**src/rtl/parking_pkg.sv**
```systemverilog
// rtl/parking_pkg.sv - shared car-park definitions: controller states and coin set
// Contents:
//   pay_state_t   : pay-station controller state encoding
//   COIN_W        : width of a coin face value
//   COIN_*        : accepted coin face values
//   coin_accepted : returns 1 when a coin face value is accepted
package parking_pkg;

    typedef enum logic [2:0] {
        ST_IDLE    = 3'd0,
        ST_CALC    = 3'd1,
        ST_COLLECT = 3'd2,
        ST_PAID    = 3'd3,
        ST_CHANGE  = 3'd4,
        ST_REFUND  = 3'd5
    } pay_state_t;

    localparam int COIN_W = 5;

    localparam logic [COIN_W-1:0] COIN_1  = 5'd1;
    localparam logic [COIN_W-1:0] COIN_2  = 5'd2;
    localparam logic [COIN_W-1:0] COIN_5  = 5'd5;
    localparam logic [COIN_W-1:0] COIN_10 = 5'd10;
    localparam logic [COIN_W-1:0] COIN_20 = 5'd20;

    function automatic logic coin_accepted(input logic [COIN_W-1:0] value);
        case (value)
            COIN_1, COIN_2, COIN_5, COIN_10, COIN_20: coin_accepted = 1'b1;
            default:                                  coin_accepted = 1'b0;
        endcase
    endfunction

endpackage

```
**src/rtl/pay_station_if.sv**
```systemverilog
// rtl/pay_station_if.sv - pay-station user/dispenser signal bundle
// Parameters: TW (time-unit width), CW (money width)
// Signals driven by the user side (master): ticket_valid, ticket_time,
//   coin_valid, coin_value, cancel, change_ack
// Signals driven by the pay station (slave): now, ready, due, pay,
//   coin_reject, change, change_valid
interface pay_station_if #(
    parameter int TW = 8,
    parameter int CW = 12
);
    logic          ticket_valid;
    logic [TW-1:0] ticket_time;
    logic          coin_valid;
    logic [4:0]    coin_value;
    logic          cancel;
    logic          change_ack;
    logic [TW-1:0] now;
    logic          ready;
    logic [CW-1:0] due;
    logic          pay;
    logic          coin_reject;
    logic [CW-1:0] change;
    logic          change_valid;

    modport master (
        output ticket_valid, ticket_time, coin_valid, coin_value, cancel, change_ack,
        input  now, ready, due, pay, coin_reject, change, change_valid
    );

    modport slave (
        input  ticket_valid, ticket_time, coin_valid, coin_value, cancel, change_ack,
        output now, ready, due, pay, coin_reject, change, change_valid
    );
endinterface

```
**src/rtl/park_timebase.sv**
```systemverilog
// rtl/park_timebase.sv - car-park time base: prescaler plus wrapping time-unit counter
// Parameters: TICK_DIV (clk cycles per time unit, >= 2), TW (time-unit width)
// Ports:
//   clk : system clock
//   rst : asynchronous active-low reset
//   now : current time unit, increments modulo 2^TW every TICK_DIV cycles
module park_timebase #(
    parameter int TICK_DIV = 1000,
    parameter int TW       = 8
) (
    input  logic          clk,
    input  logic          rst,
    output logic [TW-1:0] now
);

    localparam int PW = $clog2(TICK_DIV);

    logic [PW-1:0] presc;
    logic          tick;

    assign tick = (presc == PW'(TICK_DIV - 1));

    always_ff @(posedge clk or negedge rst) begin
        if (!rst) begin
            presc <= '0;
            now   <= '0;
        end else if (tick) begin
            presc <= '0;
            now   <= now + TW'(1);
        end else begin
            presc <= presc + PW'(1);
        end
    end

endmodule

```
**src/rtl/pay_station.sv**
```systemverilog
// rtl/pay_station.sv - exit-side pay-station: fee calculation, coin collection, pay strobe, change/refund
// Parameters: TW, TICK_DIV, CW, RATE, MAX_COST, TIMEOUT
// Ports:
//   clk : system clock
//   rst : asynchronous active-low reset
//   bus : pay_station_if.slave - ticket and coin inputs, cancel, change handshake,
//         now/ready/due/pay/coin_reject/change/change_valid outputs
module pay_station
    import parking_pkg::*;
#(
    parameter int TW       = 8,
    parameter int TICK_DIV = 1000,
    parameter int CW       = 12,
    parameter int RATE     = 3,
    parameter int MAX_COST = 60,
    parameter int TIMEOUT  = 30000
) (
    input  logic         clk,
    input  logic         rst,
    pay_station_if.slave bus
);

    localparam int TOW = $clog2(TIMEOUT + 1);

    pay_state_t     state, state_n;
    logic [TW-1:0]  now_q;
    logic [TW-1:0]  ticket_q, ticket_n;
    logic [CW-1:0]  cost, cost_n;
    logic [CW-1:0]  credit, credit_n;
    logic [TOW-1:0] tcnt, tcnt_n;
    logic           reject_q, reject_n;

    logic [TW-1:0]    elapsed;
    logic [TW-1:0]    units;
    logic [TW+CW-1:0] product;
    logic [CW-1:0]    cost_calc;
    logic             coin_ok;
    logic [CW:0]      credit_sum;
    logic [CW-1:0]    credit_add;
    logic [CW-1:0]    credit_after;

    park_timebase #(
        .TICK_DIV (TICK_DIV),
        .TW       (TW)
    ) u_timebase (
        .clk (clk),
        .rst (rst),
        .now (now_q)
    );

    assign bus.now = now_q;

    // Fee: modular elapsed time, at least one unit, product widened then capped.
    assign elapsed   = now_q - ticket_q;
    assign units     = (elapsed == '0) ? TW'(1) : elapsed;
    assign product   = (TW+CW)'(units) * (TW+CW)'(RATE);
    assign cost_calc = (product > (TW+CW)'(MAX_COST)) ? CW'(MAX_COST) : product[CW-1:0];

    // Credit including this cycle's coin, saturating at the top of the money range.
    assign coin_ok      = bus.coin_valid && coin_accepted(bus.coin_value);
    assign credit_sum   = {1'b0, credit} + (CW+1)'(bus.coin_value);
    assign credit_add   = credit_sum[CW] ? '1 : credit_sum[CW-1:0];
    assign credit_after = coin_ok ? credit_add : credit;

    always_ff @(posedge clk or negedge rst) begin
        if (!rst) begin
            state    <= ST_IDLE;
            ticket_q <= '0;
            cost     <= '0;
            credit   <= '0;
            tcnt     <= '0;
            reject_q <= 1'b0;
        end else begin
            state    <= state_n;
            ticket_q <= ticket_n;
            cost     <= cost_n;
            credit   <= credit_n;
            tcnt     <= tcnt_n;
            reject_q <= reject_n;
        end
    end

    always_comb begin
        state_n          = state;
        ticket_n         = ticket_q;
        cost_n           = cost;
        credit_n         = credit;
        tcnt_n           = tcnt;
        reject_n         = 1'b0;
        bus.ready        = 1'b0;
        bus.due          = '0;
        bus.pay          = 1'b0;
        bus.change       = '0;
        bus.change_valid = 1'b0;
        bus.coin_reject  = reject_q;

        case (state)
            ST_IDLE: begin
                bus.ready = 1'b1;
                if (bus.ticket_valid) begin
                    ticket_n = bus.ticket_time;
                    state_n  = ST_CALC;
                end
            end

            ST_CALC: begin
                cost_n   = cost_calc;
                credit_n = '0;
                tcnt_n   = '0;
                state_n  = ST_COLLECT;
            end

            ST_COLLECT: begin
                if (credit < cost) begin
                    bus.due = cost - credit;
                end
                reject_n = bus.coin_valid && !coin_accepted(bus.coin_value);
                credit_n = credit_after;
                tcnt_n   = coin_ok ? '0 : tcnt + TOW'(1);
                // A coin that completes payment wins over a simultaneous cancel:
                // stay here one more cycle so PAID follows from the registered credit.
                if (credit >= cost) begin
                    state_n = ST_PAID;
                end else if (credit_after >= cost) begin
                    state_n = ST_COLLECT;
                end else if (bus.cancel) begin
                    state_n = ST_REFUND;
                end else if (!coin_ok && tcnt == TOW'(TIMEOUT - 1)) begin
                    state_n = ST_REFUND;
                end
            end

            ST_PAID: begin
                bus.pay    = 1'b1;
                bus.change = credit - cost;
                state_n    = (credit != cost) ? ST_CHANGE : ST_IDLE;
            end

            ST_CHANGE: begin
                bus.change       = credit - cost;
                bus.change_valid = 1'b1;
                if (bus.change_ack) begin
                    state_n = ST_IDLE;
                end
            end

            ST_REFUND: begin
                bus.change = credit;
                if (credit == '0) begin
                    state_n = ST_IDLE;
                end else begin
                    bus.change_valid = 1'b1;
                    if (bus.change_ack) begin
                        state_n = ST_IDLE;
                    end
                end
            end

            default: begin
                state_n = ST_IDLE;
            end
        endcase
    end

endmodule
```
**src/flat_wrapper.sv**
```systemverilog
// flat-port wrapper written by rule: the top's interface ports become plain ports
module pay_station_flat import parking_pkg::*;
#(
    parameter int TW       = 8,
    parameter int TICK_DIV = 1000,
    parameter int CW       = 12,
    parameter int RATE     = 3,
    parameter int MAX_COST = 60,
    parameter int TIMEOUT  = 30000
)
  (clk, rst, bus_ticket_valid, bus_ticket_time, bus_coin_valid, bus_coin_value, bus_cancel, bus_change_ack, bus_now, bus_ready, bus_due, bus_pay, bus_coin_reject, bus_change, bus_change_valid);
  pay_station_if #(.TW(TW), .CW(CW)) bus_i ();
  input  logic clk;
  input  logic rst;
  input wire logic [$bits(bus_i.ticket_valid)-1:0] bus_ticket_valid;
  input wire logic [$bits(bus_i.ticket_time)-1:0] bus_ticket_time;
  input wire logic [$bits(bus_i.coin_valid)-1:0] bus_coin_valid;
  input wire logic [$bits(bus_i.coin_value)-1:0] bus_coin_value;
  input wire logic [$bits(bus_i.cancel)-1:0] bus_cancel;
  input wire logic [$bits(bus_i.change_ack)-1:0] bus_change_ack;
  output wire logic [$bits(bus_i.now)-1:0] bus_now;
  output wire logic [$bits(bus_i.ready)-1:0] bus_ready;
  output wire logic [$bits(bus_i.due)-1:0] bus_due;
  output wire logic [$bits(bus_i.pay)-1:0] bus_pay;
  output wire logic [$bits(bus_i.coin_reject)-1:0] bus_coin_reject;
  output wire logic [$bits(bus_i.change)-1:0] bus_change;
  output wire logic [$bits(bus_i.change_valid)-1:0] bus_change_valid;
  assign bus_i.ticket_valid = bus_ticket_valid;
  assign bus_i.ticket_time = bus_ticket_time;
  assign bus_i.coin_valid = bus_coin_valid;
  assign bus_i.coin_value = bus_coin_value;
  assign bus_i.cancel = bus_cancel;
  assign bus_i.change_ack = bus_change_ack;
  assign bus_now = bus_i.now;
  assign bus_ready = bus_i.ready;
  assign bus_due = bus_i.due;
  assign bus_pay = bus_i.pay;
  assign bus_coin_reject = bus_i.coin_reject;
  assign bus_change = bus_i.change;
  assign bus_change_valid = bus_i.change_valid;
  pay_station #(.TW(TW), .TICK_DIV(TICK_DIV), .CW(CW), .RATE(RATE), .MAX_COST(MAX_COST), .TIMEOUT(TIMEOUT)) u_core (.clk(clk), .rst(rst), .bus(bus_i));
endmodule
```
**config.mk**
```make
export PLATFORM = sky130hd
export DESIGN_NAME = pay_station_flat
export DESIGN_NICKNAME = d
export VERILOG_FILES = /design/src/rtl/parking_pkg.sv /design/src/rtl/pay_station_if.sv /design/src/rtl/park_timebase.sv /design/src/rtl/pay_station.sv /design/src/flat_wrapper.sv
export SDC_FILE = /design/constraint.sdc
export NUM_CORES = 1
export LEC_CHECK = 0
export BUFFER_PORTS_ARGS = -buffer_cell sky130_fd_sc_hd__buf_2
export CAP_MARGIN = 20
export CORE_MARGIN = 10
export CORE_UTILIZATION = 55
export DETAILED_ROUTE_END_ITERATION = 8
export HOLD_SLACK_MARGIN = 0.1
export PLACE_DENSITY = 0.77
export SYNTH_ARGS = -nofsm -noshare
export SYNTH_HDL_FRONTEND = slang
export SYNTH_SLANG_ARGS = --single-unit
```
**constraint.sdc**
```tcl
create_clock -name clk -period 3.94 [get_ports clk]
set_input_delay 0.985 -clock clk [delete_from_list [all_inputs] [get_ports clk]]
set_output_delay 0.985 -clock clk [all_outputs]
set_load 0.03 [all_outputs]
```
# Word level (Yosys, flattened, before mapping)
# Index checks and enable logic that the tools add are counted.
# Widths: inputs -> output; s select.
[classes]
addsub = 7
multipliers = 1
magnitude_cmp = 4
eq_ne = 15
muxes = 27
reduce_logical = 13
[ops]
columns = ["op", "n"]
rows = [
  ["$mux 12", 4],
  ["$pmux 12 s2", 2],
  ["$pmux 15 s2", 1],
  ["$ge 12x12->1", 2],
  ["$mux 3", 8],
  ["$sub 12x12->12", 2],
  ["$mux 10", 2],
  ["$pmux 3 s6", 1],
  ["$add 15x1->15 const B", 1],
  ["$eq 15x15->1 const B", 1],
  ["$mux 15", 1],
  ["$add 12x5->13", 1],
  ["$logic_not 12->1", 1],
  ["$lt 12x12->1", 1],
  ["$ne 12x12->1", 1],
  ["$add 10x1->10 const B", 1],
  ["$eq 10x10->1 const B", 1],
  ["$gt 10x6->1 const B", 1],
  ["$mul 8x2->10 const B", 1],
  ["$add 8x1->8 const B", 1],
  ["$logic_not 8->1", 1],
  ["$mux 8", 1],
  ["$sub 8x8->8", 1],
  ["$eq 3x2->1 const B", 2],
  ["other kinds (18)", 28],
]
[word_totals]
register_bits = 69
inputBits = 19
word_cells = 75

# Longest topological paths before layout
[depth]
ltp_word = 11
depth_mapped = 18
mapped_depth_nobuf = 17

# Cells and area by module
# A second synthesis with hierarchy kept.
[unflattened]
hier_cells = 685
hier_area_um2 = 5661.7
[modules_own_cells]
columns = ["mod", "n_inst", "cells_each", "area_each_um2"]
rows = [
  ["pay_station", 1, 609, 4794.6],
  ["park_timebase", 1, 76, 867.1],
]

# Least setup slack after synthesis
# OpenSTA, ideal clock, no wires.
[synth_timing]
path_kind = "register to output"
startpoint = "register u_core.credit[0]"
endpoint = "output port bus_due[11]"
arrival_ns = 3.683
path_slack_ns = -0.728
path_stages_with_launch = 12
path_buffers = 0
path_cell_list = "dfrtp_1 inv_1 ha_1 inv_1 fa_1 a21o_1 a21oi_1 o21ai_0 a21oi_1 o21ai_0 nand3b_1 a2111oi_0"
[synth_between]
elab_chain_cells = 3
elab_cells_between_ends = 4
cone_classes = "add/sub: 1; order compare: 1; mux: 2"
[synth_lines]
columns = ["item", "line_no", "rtl"]
rows = [
  ["start, declared", "pay_station.sv:29", "logic [CW-1:0] credit, credit_n;"],
  ["start signal, assigned", "pay_station.sv:77", "credit <= credit_n;"],
  ["$sub 12x12->12 / $lt 12x12->1 (equally long branches)", "pay_station.sv:115, pay_station.sv:114", ""],
  ["$mux 12 *", "pay_station.sv:114", "if (credit < cost) begin"],
  ["$mux 12 *", "pay_station.sv:97", "case (state)"],
  ["end, declared", "flat_wrapper.sv:23", "output wire logic [$bits(bus_i.due)-1:0] bus_due;"],
]
# Mark *: on every way between the ends. The rest lies on a longest branch, timed or not.

# Worst setup path after layout
[layout_timing]
startpoint = "register u_core.credit[0]"
endpoint = "output port bus_due[7]"
# The elaborated chain is that of the path after synthesis.

==> metrics.txt <==
Worst-path clk slew about 0.08 ns; gr usage total between 20 and 25%; die height 121 µm; Max Cap Viol 0; Setup Skew 0.0120 ns; PD cells 693 nW/µm²; Distinct cells, synth 78; critical path type register to output pin; RSZ-0062 raised after global routing yes; Post-route DRC 0; Final HPWL DP ~11,000 µm; GR peak layer met2; M1 GR Usage 26.5%; final period utilization 100%; Crit. Startpoint u_core.credit[0]; synthesis-to-finish area growth 24.5%; routability cong. about 0.9; DP Area approximately 6400 µm²; TritonCTS clock tree done; Fillers 740; vias per inst about 5.9; final hold vios 0; area of the multi-input gates a little under 4000 µm²; PortBufs 54; core box area 9910 µm²; nets roughly 850; worst hold start u_core.u_timebase.presc[0]; R2R Path End u_core.state[0]; Core Util, Final 71.1%; io pins 55; R2R depth 20; register area share after synthesis 29.6%; Final Instance Area 7040 µm²; Clock Path Buffers 2; Final min period roughly 4 ns; post-route ant nets 0; routed via count 5,374; full die area between 10,000 and 15,000 µm²; worst hold slack between 0.4 and 0.5 ns; DRT Pass-1 Iters 7; CTS root buffer clkbuf_8; #FFs+latches synth 67; violated checks setup timing; Max Freq 253 MHz; GR Overflow Total 0; M3 GR Usage 4.65%; met2 usage in global routing 34.6%; initial antenna violation count 0; R2R setup slack around 0.16 ns; vias in the first global route between 5,000 and 6,000; register area roughly 1700 µm²; CTS H-tree depth 3; Post-Syn Area approximately 5700 µm²; final critical-path setup slack -0.00934 ns; measured slew at the worst slew-check pin between 0.9 and 1 ns; first-pass GRT wire length 25,300 µm; peak supply drop 463 µV; Slew Limit Fails 0; largest net degree at the start of global routing 32; mean post-synth cell area about 8.5 µm²; worst endpoint required time roughly 3.0 ns; Worst setup SP type register; Reg-to-Reg Start u_core.credit[0]; setup TNS -0.0174 ns; CTS Buf Count 9; Worst Setup EP bus_due[7]; Rel. slew slack 36.5%; worst-path fanout max 5; critical path capture point type output pin; DRT iter0 DRCs 399; initial core utilization 57.1%; Die Width between 100 and 150 µm; setup violators final 2; Avg WL per Cell 16.7 µm; Post-synth EDFFs 0; Leakage 0.00339 µW; status complete, but fails checks; ant diodes 0; cts hold-fix bufs 0; Async S/R FF share, synth 100%; routed wire length between 15,000 and 20,000 µm; FP Rows 36; synthesized net count 744; Clock Sinks 67; layout cells sized above 1 26.9%; clk_lat worst skew 0.35 ns; synth warn 0; Hold WC Path Type register to register; crit path DAT 2.96 ns; Cells after Synth 669; Synth Flop Type dfrtp_1
-- logic make-up (layout without fill, tap and decap cells) --
logic type | count (synthesis) | after routing | synth area share (%)
AOI/OAI and AO/OA | 195 | 195 | 24.3
and+or+nand+nor | 231 | 231 | 20.9
muxes | 4 | 4 | 0.752
xor gates and xnor gates | 36 | 36 | 5.95
buffers and inverters | 80 | 195 | 5.46
DFF | 67 | 67 | 29.6
adders and majority gates | 56 | 56 | 13.0
-- worst min path at each step --
stage | slack (ns) | depth (start not counted) | end
after global routing | 0.51 | 1 | u_core.tcnt[3]
after CTS | 0.48 | 1 | u_core.tcnt[14]
final | 0.48 | 1 | u_core.u_timebase.presc[0]
after floorplan | 0.44 | 1 | u_core.tcnt[14]
after detailed placement | 0.47 | 1 | u_core.tcnt[14]
after global placement | 0.46 | 1 | u_core.tcnt[14]
-- per-stage QoR --
step	setup WS (ns)	total power (µW)	cells
6_report	-0.00934	4880	917
2_1_floorplan	-0.124	3240	669
4_1_cts	0.000788	4670	908
3_3_place_gp	-0.411	3840	873
5_1_grt	-0.166	5280	917
3_5_place_dp	-0.480	3950	873
-- where the power goes --
part / internal [µW] / switching (µW) / total, µW
sequential: 793 / 123 / 917
combinational: 1400 / 1930 / 3340
clock: 357 / 273 / 631
-- placed cells by master, fill, tap and decap left out, types with 4 or more instances in the layout --
cell type | synthesis | layout
a211oi_2 | 1 | 4
a21boi_1 | 1 | 4
a21o_1 | 18 | 18
a21oi_1 | 28 | 22
a21oi_2 | 0 | 6
a22o_1 | 9 | 9
a31oi_1 | 4 | 4
a32oi_1 | 4 | 4
and2_1 | 5 | 5
and3_1 | 13 | 13
buf_2 | 1 | 38
buf_4 | 0 | 81
buf_6 | 1 | 7
clkbuf_8 | 0 | 9
dfrtp_1 | 67 | 64
ha_1 | 51 | 46
inv_1 | 51 | 49
nand2_1 | 50 | 49
nand2b_1 | 9 | 9
nand3_1 | 16 | 15
nand4_1 | 11 | 11
nor2_1 | 58 | 54
nor2_2 | 1 | 5
nor2b_1 | 12 | 11
nor3_1 | 19 | 15
nor3b_1 | 6 | 4
nor4_1 | 5 | 4
o211a_1 | 4 | 4
o211ai_1 | 5 | 5
o21a_1 | 5 | 5
o21ai_0 | 57 | 48
o21ai_1 | 2 | 6
o21ai_2 | 0 | 5
o21bai_1 | 6 | 6
o22a_1 | 4 | 4
o22ai_1 | 8 | 7
xnor2_1 | 29 | 27
xor2_1 | 5 | 5
-- cells in the mapped netlist, types with 5 or more instances --
cell type,n,area share [%]
a21o_1,18,2.4
a21oi_1,28,2.5
a22o_1,9,1.4
and2_1,5,0.55
and3_1,13,1.4
clkbuf_1,25,1.7
dfrtp_1,67,30
fa_1,5,1.8
ha_1,51,11
inv_1,51,3.4
nand2_1,50,3.3
nand2b_1,9,1.0
nand3_1,16,1.4
nand4_1,11,1.2
nor2_1,58,3.8
nor2b_1,12,1.3
nor3_1,19,1.7
nor3b_1,6,0.80
nor4_1,5,0.55
o211ai_1,5,0.66
o21a_1,5,0.66
o21ai_0,57,5.0
o21bai_1,6,0.80
o22ai_1,8,0.88
xnor2_1,29,4.5
xor2_1,5,0.77
-- sequential cells by signal (all words and copies together) (netlist names) --
| name | count |
|---|---|
| u_core.bus.coin_reject | 1 |
| u_core.ticket_q | 8 |
| u_core.cost | 10 |
| u_core.credit | 12 |
| u_core.u_timebase.presc | 10 |
| u_core.tcnt | 15 |
| u_core.u_timebase.now | 8 |
| u_core.state | 3 |
-- critical path: stages, from the launching register on --
cell	delay (ns)
dfrtp_2	0.43
inv_2	0.09
ha_4	0.14
inv_2	0.04
fa_2	0.38
a21o_1	0.18
a21oi_2	0.19
o21ai_2	0.09
a21oi_2	0.20
o21ai_2	0.10
nand3b_1	0.27
buf_6	0.20
nor3_4	0.17
buf_6	0.15
-- layer usage --
metal  up-vias  share of wire, %
met5         -                 0
met3        13               5.6
met1      2588                44
met2       153                49
li1       2620                 -
met4         0              0.88
-- what timing repair did --
| action | 4_1_cts | 5_1_grt |
|---|---|---|
| setup endpoints to repair | 20 | 26 |
| gates resized for setup | 28 | 60 |
| pin swaps | 13 | 29 |
| buffers inserted | 19 | 11 |
| endpoints found under the hold margin | 0 | 0 |
-- final cells by class --
type / instances / share of cell area [%]
Sequential cell: 67 / 23.9
Tap cell: 133 / 2.36
Timing Repair Buffer: 128 / 12.8
Clock buffer: 10 / 1.81
Inverter: 51 / 2.72
Clock inverter: 6 / 1.28
Multi-Input combinational cell: 522 / 55.2
(Power assumes the default switching activity.)
